**config.mk**
```make
export PLATFORM = sky130hd
export DESIGN_NAME = grey_to_bcd_seq_flat
export DESIGN_NICKNAME = d
export VERILOG_FILES = /design/src/rtl/grey_to_bcd_seq_if.sv /design/src/rtl/grey_to_bcd_seq.sv /design/src/flat_wrapper.sv
export SDC_FILE = /design/constraint.sdc
export NUM_CORES = 1
export LEC_CHECK = 0
export BUFFER_PORTS_ARGS = -buffer_cell sky130_fd_sc_hd__buf_2
export CORE_ASPECT_RATIO = 0.75
export CORE_UTILIZATION = 25
export DETAILED_ROUTE_END_ITERATION = 12
export PLACE_DENSITY = 0.5
export RECOVER_POWER = 25
export SLEW_MARGIN = 30
export SYNTH_ARGS = -nofsm -noshare
export SYNTH_HDL_FRONTEND = slang
export SYNTH_SLANG_ARGS = --single-unit
```
**constraint.sdc**
```tcl
create_clock -name clk -period 4.21 [get_ports clk]
set_clock_uncertainty 0.05 [all_clocks]
set_input_delay 0.842 -clock clk [delete_from_list [all_inputs] [get_ports clk]]
set_output_delay 0.842 -clock clk [all_outputs]
set_load 0.1 [all_outputs]
```
**src/rtl/grey_to_bcd_seq_if.sv**
```systemverilog
`default_nettype none
// ============================================================================
// Module   : grey_to_bcd_seq_if
// Brief    : Input/output valid-ready bus for the sequential Gray-to-BCD decoder.
// Revision : 1.0 - initial release
// ============================================================================
interface grey_to_bcd_seq_if #(
    parameter int W = 4
);
    logic         in_valid;
    logic         in_ready;
    logic [W-1:0] gray_in;
    logic         out_valid;
    logic         out_ready;
    logic [W-1:0] bcd_out;
    logic         bcd_err;
    logic [7:0]   conv_count;

    modport master (
        output in_valid, gray_in, out_ready,
        input  in_ready, out_valid, bcd_out, bcd_err, conv_count
    );

    modport slave (
        input  in_valid, gray_in, out_ready,
        output in_ready, out_valid, bcd_out, bcd_err, conv_count
    );
endinterface
`default_nettype wire

```
**src/rtl/grey_to_bcd_seq.sv**
```systemverilog
`default_nettype none
// ============================================================================
// Module   : grey_to_bcd_seq
// Brief    : Bit-serial Gray-to-binary decoder, MSB first, with BCD range flag
//            and a conversion counter.
// Revision : 1.0 - initial release
// ============================================================================
module grey_to_bcd_seq #(
    parameter int          W    = 4,
    parameter int unsigned MAXV = 9
) (
    input  wire                  clk,
    input  wire                  rst_n,
    grey_to_bcd_seq_if.slave     bus
);
    localparam int c_iw = (W > 2) ? $clog2(W - 1) : 1;

    localparam logic [1:0] c_idle  = 2'd0;
    localparam logic [1:0] c_shift = 2'd1;
    localparam logic [1:0] c_done  = 2'd2;

    logic [1:0]      r_state;
    logic [W-1:0]    r_g;
    logic [W-1:0]    r_b;
    logic [c_iw-1:0] r_idx;
    logic            r_err;
    logic [7:0]      r_count;

    logic [W-1:0]    w_b_next;
    logic            w_err;

    // Resolve the bit selected by r_idx; all other bits of the working value pass through.
    always_comb begin
        w_b_next = r_b;
        for (int i = 0; i < W - 1; i++) begin
            if (i == int'(r_idx)) begin
                w_b_next[i] = r_b[i+1] ^ r_g[i];
            end
        end
        w_err = (32'(w_b_next) > MAXV);
    end

    always_ff @(posedge clk) begin
        if (!rst_n) begin
            r_state <= c_idle;
            r_g     <= '0;
            r_b     <= '0;
            r_idx   <= '0;
            r_err   <= 1'b0;
            r_count <= 8'd0;
        end else begin
            case (r_state)
                c_idle: begin
                    if (bus.in_valid) begin
                        r_g     <= bus.gray_in;
                        r_b     <= {bus.gray_in[W-1], {(W-1){1'b0}}};
                        r_idx   <= c_iw'(W - 2);
                        r_state <= c_shift;
                    end
                end
                c_shift: begin
                    r_b <= w_b_next;
                    if (r_idx == '0) begin
                        r_err   <= w_err;
                        r_state <= c_done;
                    end else begin
                        r_idx <= r_idx - c_iw'(1);
                    end
                end
                c_done: begin
                    if (bus.out_ready) begin
                        r_count <= r_count + 8'd1;
                        r_state <= c_idle;
                    end
                end
                default: r_state <= c_idle;
            endcase
        end
    end

    assign bus.in_ready   = (r_state == c_idle);
    assign bus.out_valid  = (r_state == c_done);
    assign bus.bcd_out    = r_b;
    assign bus.bcd_err    = r_err;
    assign bus.conv_count = r_count;
endmodule
`default_nettype wire

```
**src/flat_wrapper.sv**
```systemverilog
// flat-port wrapper written by rule: the top's interface ports become plain ports
module grey_to_bcd_seq_flat 
#(
    parameter int          W    = 4,
    parameter int unsigned MAXV = 9
)
  (clk, rst_n, bus_in_valid, bus_gray_in, bus_out_ready, bus_in_ready, bus_out_valid, bus_bcd_out, bus_bcd_err, bus_conv_count);
  grey_to_bcd_seq_if #(.W(W)) bus_i ();
  input  wire clk;
  input  wire rst_n;
  input wire logic [$bits(bus_i.in_valid)-1:0] bus_in_valid;
  input wire logic [$bits(bus_i.gray_in)-1:0] bus_gray_in;
  input wire logic [$bits(bus_i.out_ready)-1:0] bus_out_ready;
  output wire logic [$bits(bus_i.in_ready)-1:0] bus_in_ready;
  output wire logic [$bits(bus_i.out_valid)-1:0] bus_out_valid;
  output wire logic [$bits(bus_i.bcd_out)-1:0] bus_bcd_out;
  output wire logic [$bits(bus_i.bcd_err)-1:0] bus_bcd_err;
  output wire logic [$bits(bus_i.conv_count)-1:0] bus_conv_count;
  assign bus_i.in_valid = bus_in_valid;
  assign bus_i.gray_in = bus_gray_in;
  assign bus_i.out_ready = bus_out_ready;
  assign bus_in_ready = bus_i.in_ready;
  assign bus_out_valid = bus_i.out_valid;
  assign bus_bcd_out = bus_i.bcd_out;
  assign bus_bcd_err = bus_i.bcd_err;
  assign bus_conv_count = bus_i.conv_count;
  grey_to_bcd_seq #(.W(W), .MAXV(MAXV)) u_core (.clk(clk), .rst_n(rst_n), .bus(bus_i));
endmodule
```
# Word-level counts from Yosys, hierarchy flattened
# Cells that the tools add are included.
dict set report classes {
  n_addsub 2
  multipliers 0
  n_div 0
  n_lt_le_gt_ge 1
  n_eq_ne 8
  shift 0
  mux 12
  n_bitwise 4
  n_reduce_logical 11
}
# op n
set ops {}
lappend ops {{two-way mux 2 bit} 5}
lappend ops {{AND reduction 3 bit} 3}
lappend ops {{adder 8 x 1 -> 8 bit, second input constant} 1}
lappend ops {{one-hot mux 4 bit (2 select lines)} 1}
lappend ops {{AND reduction 2 bit} 4}
lappend ops {{logical NOT 2 bit} 3}
lappend ops {{inequality test 2 bit, second input constant} 3}
lappend ops {{one-hot mux 2 bit (3 select lines)} 1}
lappend ops {{equality test 2 bit, first input constant} 2}
lappend ops {{greater-than comparator 4 bit, second input constant} 1}
lappend ops {{two-way mux 4 bit} 1}
lappend ops {{one-hot mux 2 bit (2 select lines)} 1}
lappend ops {{two-way mux 1 bit} 3}
lappend ops {{bitwise XOR 1 bit} 3}
lappend ops {{equality test 2 x 1 -> 1 bit, second input constant} 1}
lappend ops {{equality test 2 bit, second input constant} 1}
lappend ops {{inequality test 2 x 1 -> 1 bit, second input constant} 1}
lappend ops {{nonzero test 2 bit} 1}
lappend ops {{subtractor 2 x 1 -> 2 bit, second input constant} 1}
lappend ops {{NOT 1 bit} 1}
dict set report word_totals {
  register_bits 20
  latchBits 0
  ramBits 0
  romBits 0
  in_bits 8
  out_inout_bits 15
  wordCells 45
  n_memories 0
}

# Longest topological paths before layout
dict set report depth {
  word_depth 3
  depth_mapped 6
  depth_no_buf 6
}

# Least setup slack after synthesis
# OpenSTA, ideal clock, no wires.
dict set report synth_timing {
  path_kind {register -> output}
  start {register u_core.r_state[1]}
  end {output port bus_out_valid}
  arrival_time_ns 1.931
  required_ns 3.318
  path_slack_ns 1.387
  path_stages_with_launch 3
  path_buffers 1
  path_cell_list {dfxtp_1 > buf_2 > nor2b_1}
}
dict set report synth_via {
  elab_chain_len 1
}
# item line_no
set synth_rtl {}
lappend synth_rtl {{from (decl)} grey_to_bcd_seq.sv:22} ;# logic [1:0] r_state;
lappend synth_rtl {{from (signal assigned)} grey_to_bcd_seq.sv:45} ;# r_state <= c_idle;
lappend synth_rtl {{from (signal assigned)} grey_to_bcd_seq.sv:58} ;# r_state <= c_shift;
lappend synth_rtl {{from (signal assigned)} grey_to_bcd_seq.sv:65} ;# r_state <= c_done;
lappend synth_rtl {{equality test 2 bit} grey_to_bcd_seq.sv:82} ;# assign bus.out_valid = (r_state == c_done);
lappend synth_rtl {{to (decl)} flat_wrapper.sv:15} ;# output wire logic [$bits(bus_i.out_valid)-1:0] bus_out_valid;
# No other way between the ends.

# Worst setup path in the final report
# Same ends and word-level chain as after synthesis.

==> key figures <==
Die
  – Area of the core: 0.003685 mm²
  – Starting Density: 26.45%
  – Ports: 23
  – Num rows: 19
  – Die footprint: 0.004155 mm²
  – Die Height: 56.08 µm
  – Chip Width: 74.10 µm

Global routing
  – GRT overflow: 0
  – GRT Resource Usage Total: 10.20%
  – Vias in the first global route: 738
  – Largest net degree at the start of global routing: 22
  – First-pass GRT wire length: 3.201 mm
  – Initial antenna violation count: 0

Cells and area
  – Finished Core Util: 31.88%
  – Commonest cells after routing, fill and taps aside: buf_2 (20), dfxtp_1 (20), nand2_1 (17)
  – # diodes: 0
  – Non-filler cells in the finished layout: 184
  – Layout cells sized above 1: 20.45%
  – Nets: 145
  – Area Growth Syn to Fin: 20.54%

Min path
  – Tightest Hold Check Type: flip-flop to flip-flop

Yosys
  – Synth Area in Adders: 5.135%
  – Largest area contributor in the netlist: dfxtp_1
  – Syn Area/Cell: 8.781 µm²
  – Synth Cell Area: 974.7 µm²
  – Yosys reg bits: 20
  – Synth top area share: 41.08%
  – Syn Inst Count: 111
  – Synth top area cells: dfxtp_1 (41%), nand2_1 (6.5%), and2_1 (6.4%), xnor2_1 (6.3%), a21boi_0 (5.4%)
  – XOR/XNOR Fraction of Synth Area: 8.087%
  – Sequential cell area fraction in the yosys report: 41.08%
  – Complex-gate fraction of the synthesized area: 12.84%
  – Simple-Gate Fraction of Synth Area: 25.80%
  – Yosys cell types: 32
  – Synth Warn #: 0
  – Multiplexer share of the synthesized area: 3.081%
  – Syn Nets: 123
  – Largest family of logic cells by synthesized area: simple AND/OR/NAND/NOR gates

Timing
  – Slew margin rel.: 51.60%
  – Setup violations, final: 0
  – Unrepaired setup endpoints after global routing: no
  – Max-slew violation count: 0
  – Post-route minimum period: 2.463 ns
  – Actual slew at the worst max-slew pin: 0.7261 ns
  – Count of final hold-check violations: 0
  – Setup TNS Final: 0 ns
  – Final period util: 58.50%
  – Fmax: 0.4060 GHz

Worst setup path
  – Crit-path cells: nor2b_1 -> buf_2
  – CP Max Fanout: 10
  – Crit Path Class: flip-flop to output port
  – CP Data Required Time: 3.32 ns
  – Worst path bufs/invs: 1
  – WP data arrival: 1.57 ns
  – CP Launch Type: flip-flop
  – Max incr delay on CP: 0.49 ns
  – Slowest stage cell, crit path: buf_2
  – Levels on crit path: 2
  – Worst Setup End Kind: output port
  – R2r startpoint: u_core.r_state[1]
  – Critical path's top delay family: buffers and inverters
  – Worst setup path end: bus_out_valid
  – Reg2reg end: u_core.bus.conv_count[6]
  – R2R cell count: 4
  – Reg-to-reg slack, setup: 2.70 ns
  – Origin of the worst setup path: u_core.r_state[1]

Pwr
  – P per Cell Area: 357.5 mW/mm²
  – P_leak: 0.4905 nW
  – VDD IR-drop max: 0.0001576 V
  – Total Power: 420.0 µW

Clocking
  – CTS Buf Count: 3
  – CTS root buf: clkbuf_8
  – Post CTS Setup Buffer Count: 0
  – Hold buffers post-CTS: 0
  – CTS tree: built
  – H-tree levels: 1
  – Reg clk slew, reported paths: 0.08 ns
  – Worst-case clock buffer depth: 2
  – CTS resizes: 0
  – Clock Latency Late Sink: 0.26 ns
  – CTS sink cnt: 20

Routing
  – Vias/cell: 4.245
  – DRT iter0 DRCs: 22
  – Antenna Nets Post-Route: 0
  – Post-route DRC violation count: 0
  – Total routed wirelength: 1.863 mm
  – Router iterations before antenna repair: 4
  – WL per Instance: 10.13 µm
  – Routed via count: 781

Placed design
  – Placed cell count: 180
  – Post-DP HPWL: 1.391 mm
  – Buffers on Ports: 22
  – Final Wtd Congestion: 0.7314

Status
  – Status: finished clean

Run
  – Max-Cap Viols: 0
worst register-to-register path, cell delays in order, from the launching register on:
cell and delay (ns):
dfxtp_1 0.48, and4b_2 0.32, nand3_2 0.11, or3_1 0.35
a21boi_1 0.13
cells by family after synthesis:
family                     Yosys count
DFF                                 20
muxes                                3
and+or+nand+nor                     48
xor gates and xnor gates             9
AOI/OAI and AO/OA                   19
buffers and inverters                8
adders and majority gates            4
state kept, by name, summed over array words and instances (netlist names):
| name | cells |
|---|---|
| u_core.r_idx | 2 |
| u_core.bus.bcd_out | 4 |
| u_core.bus.bcd_err | 1 |
| u_core.bus.conv_count | 8 |
| u_core.r_g | 3 |
| u_core.r_state | 2 |
cell type report:
class / instances / area [µm²]
multi-input cells: 83 / 535.5
repair buffers: 22 / 107.6
fillers: 390 / 2510
flip-flops and latches: 20 / 400.4
inverters: 3 / 11.26
clock buffers: 4 / 55.05
well taps: 52 / 65.06
per-stage QoR:
step / instance area [µm²] / setup slack, ns / hold WS, ns
3_5_place_dp: 1122 / 2.041 / 0.4269
2_1_floorplan: 974.7 / 1.387 / 0.4053
3_3_place_gp: 1122 / 2.080 / 0.4190
6_report: 1175 / 1.747 / 0.4366
4_1_cts: 1177 / 1.749 / 0.4373
5_1_grt: 1175 / 1.645 / 0.4693
cell usage after synthesis:
master and instances:
a211oi_1 1, a21boi_0 7, a21boi_1 1, a21oi_1 1
a31o_2 1, a31oi_1 1, and2_1 10, and3_1 1
and4b_2 1, buf_2 1, buf_6 1, clkbuf_1 3
dfxtp_1 20, ha_1 4, inv_1 3, mux2i_1 3
nand2_1 17, nand2b_1 1, nand3_1 2, nand3_2 1
nand3b_1 1, nand4_1 2, nor2_1 6, nor2b_1 2
nor3_1 1, nor3b_1 1, o21ai_0 5, o22ai_1 2
or2b_1 1, or3_1 1, xnor2_1 7, xor2_1 2
per-layer routing:
metal	global-route usage, %	wire (µm)	vias up
met1	13.35	954	348
met5	0	0	-
met4	3.297	16	0
met3	4.167	116	2
li1	-	-	412
met2	15.06	776	19
report_power, final:
| group | internal [mW] | switching [mW] | total, mW | leakage [nW] |
|---|---|---|---|---|
| combinational | 0.0199 | 0.0502 | 0.0701 | 0.299 |
| sequential | 0.196 | 0.00824 | 0.204 | 0.162 |
| clock | 0.0832 | 0.0623 | 0.146 | 0.0288 |
| total | 0.299 | 0.121 | 0.420 | 0.490 |
worst min-delay path by stage:
stage / startpoint / endpoint / depth (start not counted)
floorplan: u_core.r_g[1] / u_core.r_g[1] / 2
global placement: u_core.r_g[2] / u_core.r_g[2] / 2
detailed placement: u_core.r_g[0] / u_core.r_g[0] / 2
CTS: u_core.r_g[0] / u_core.r_g[0] / 2
global route: u_core.bus.bcd_err / u_core.bus.bcd_err / 1
finish: u_core.r_g[1] / u_core.r_g[1] / 2
Power figures use the tool's default switching activity.
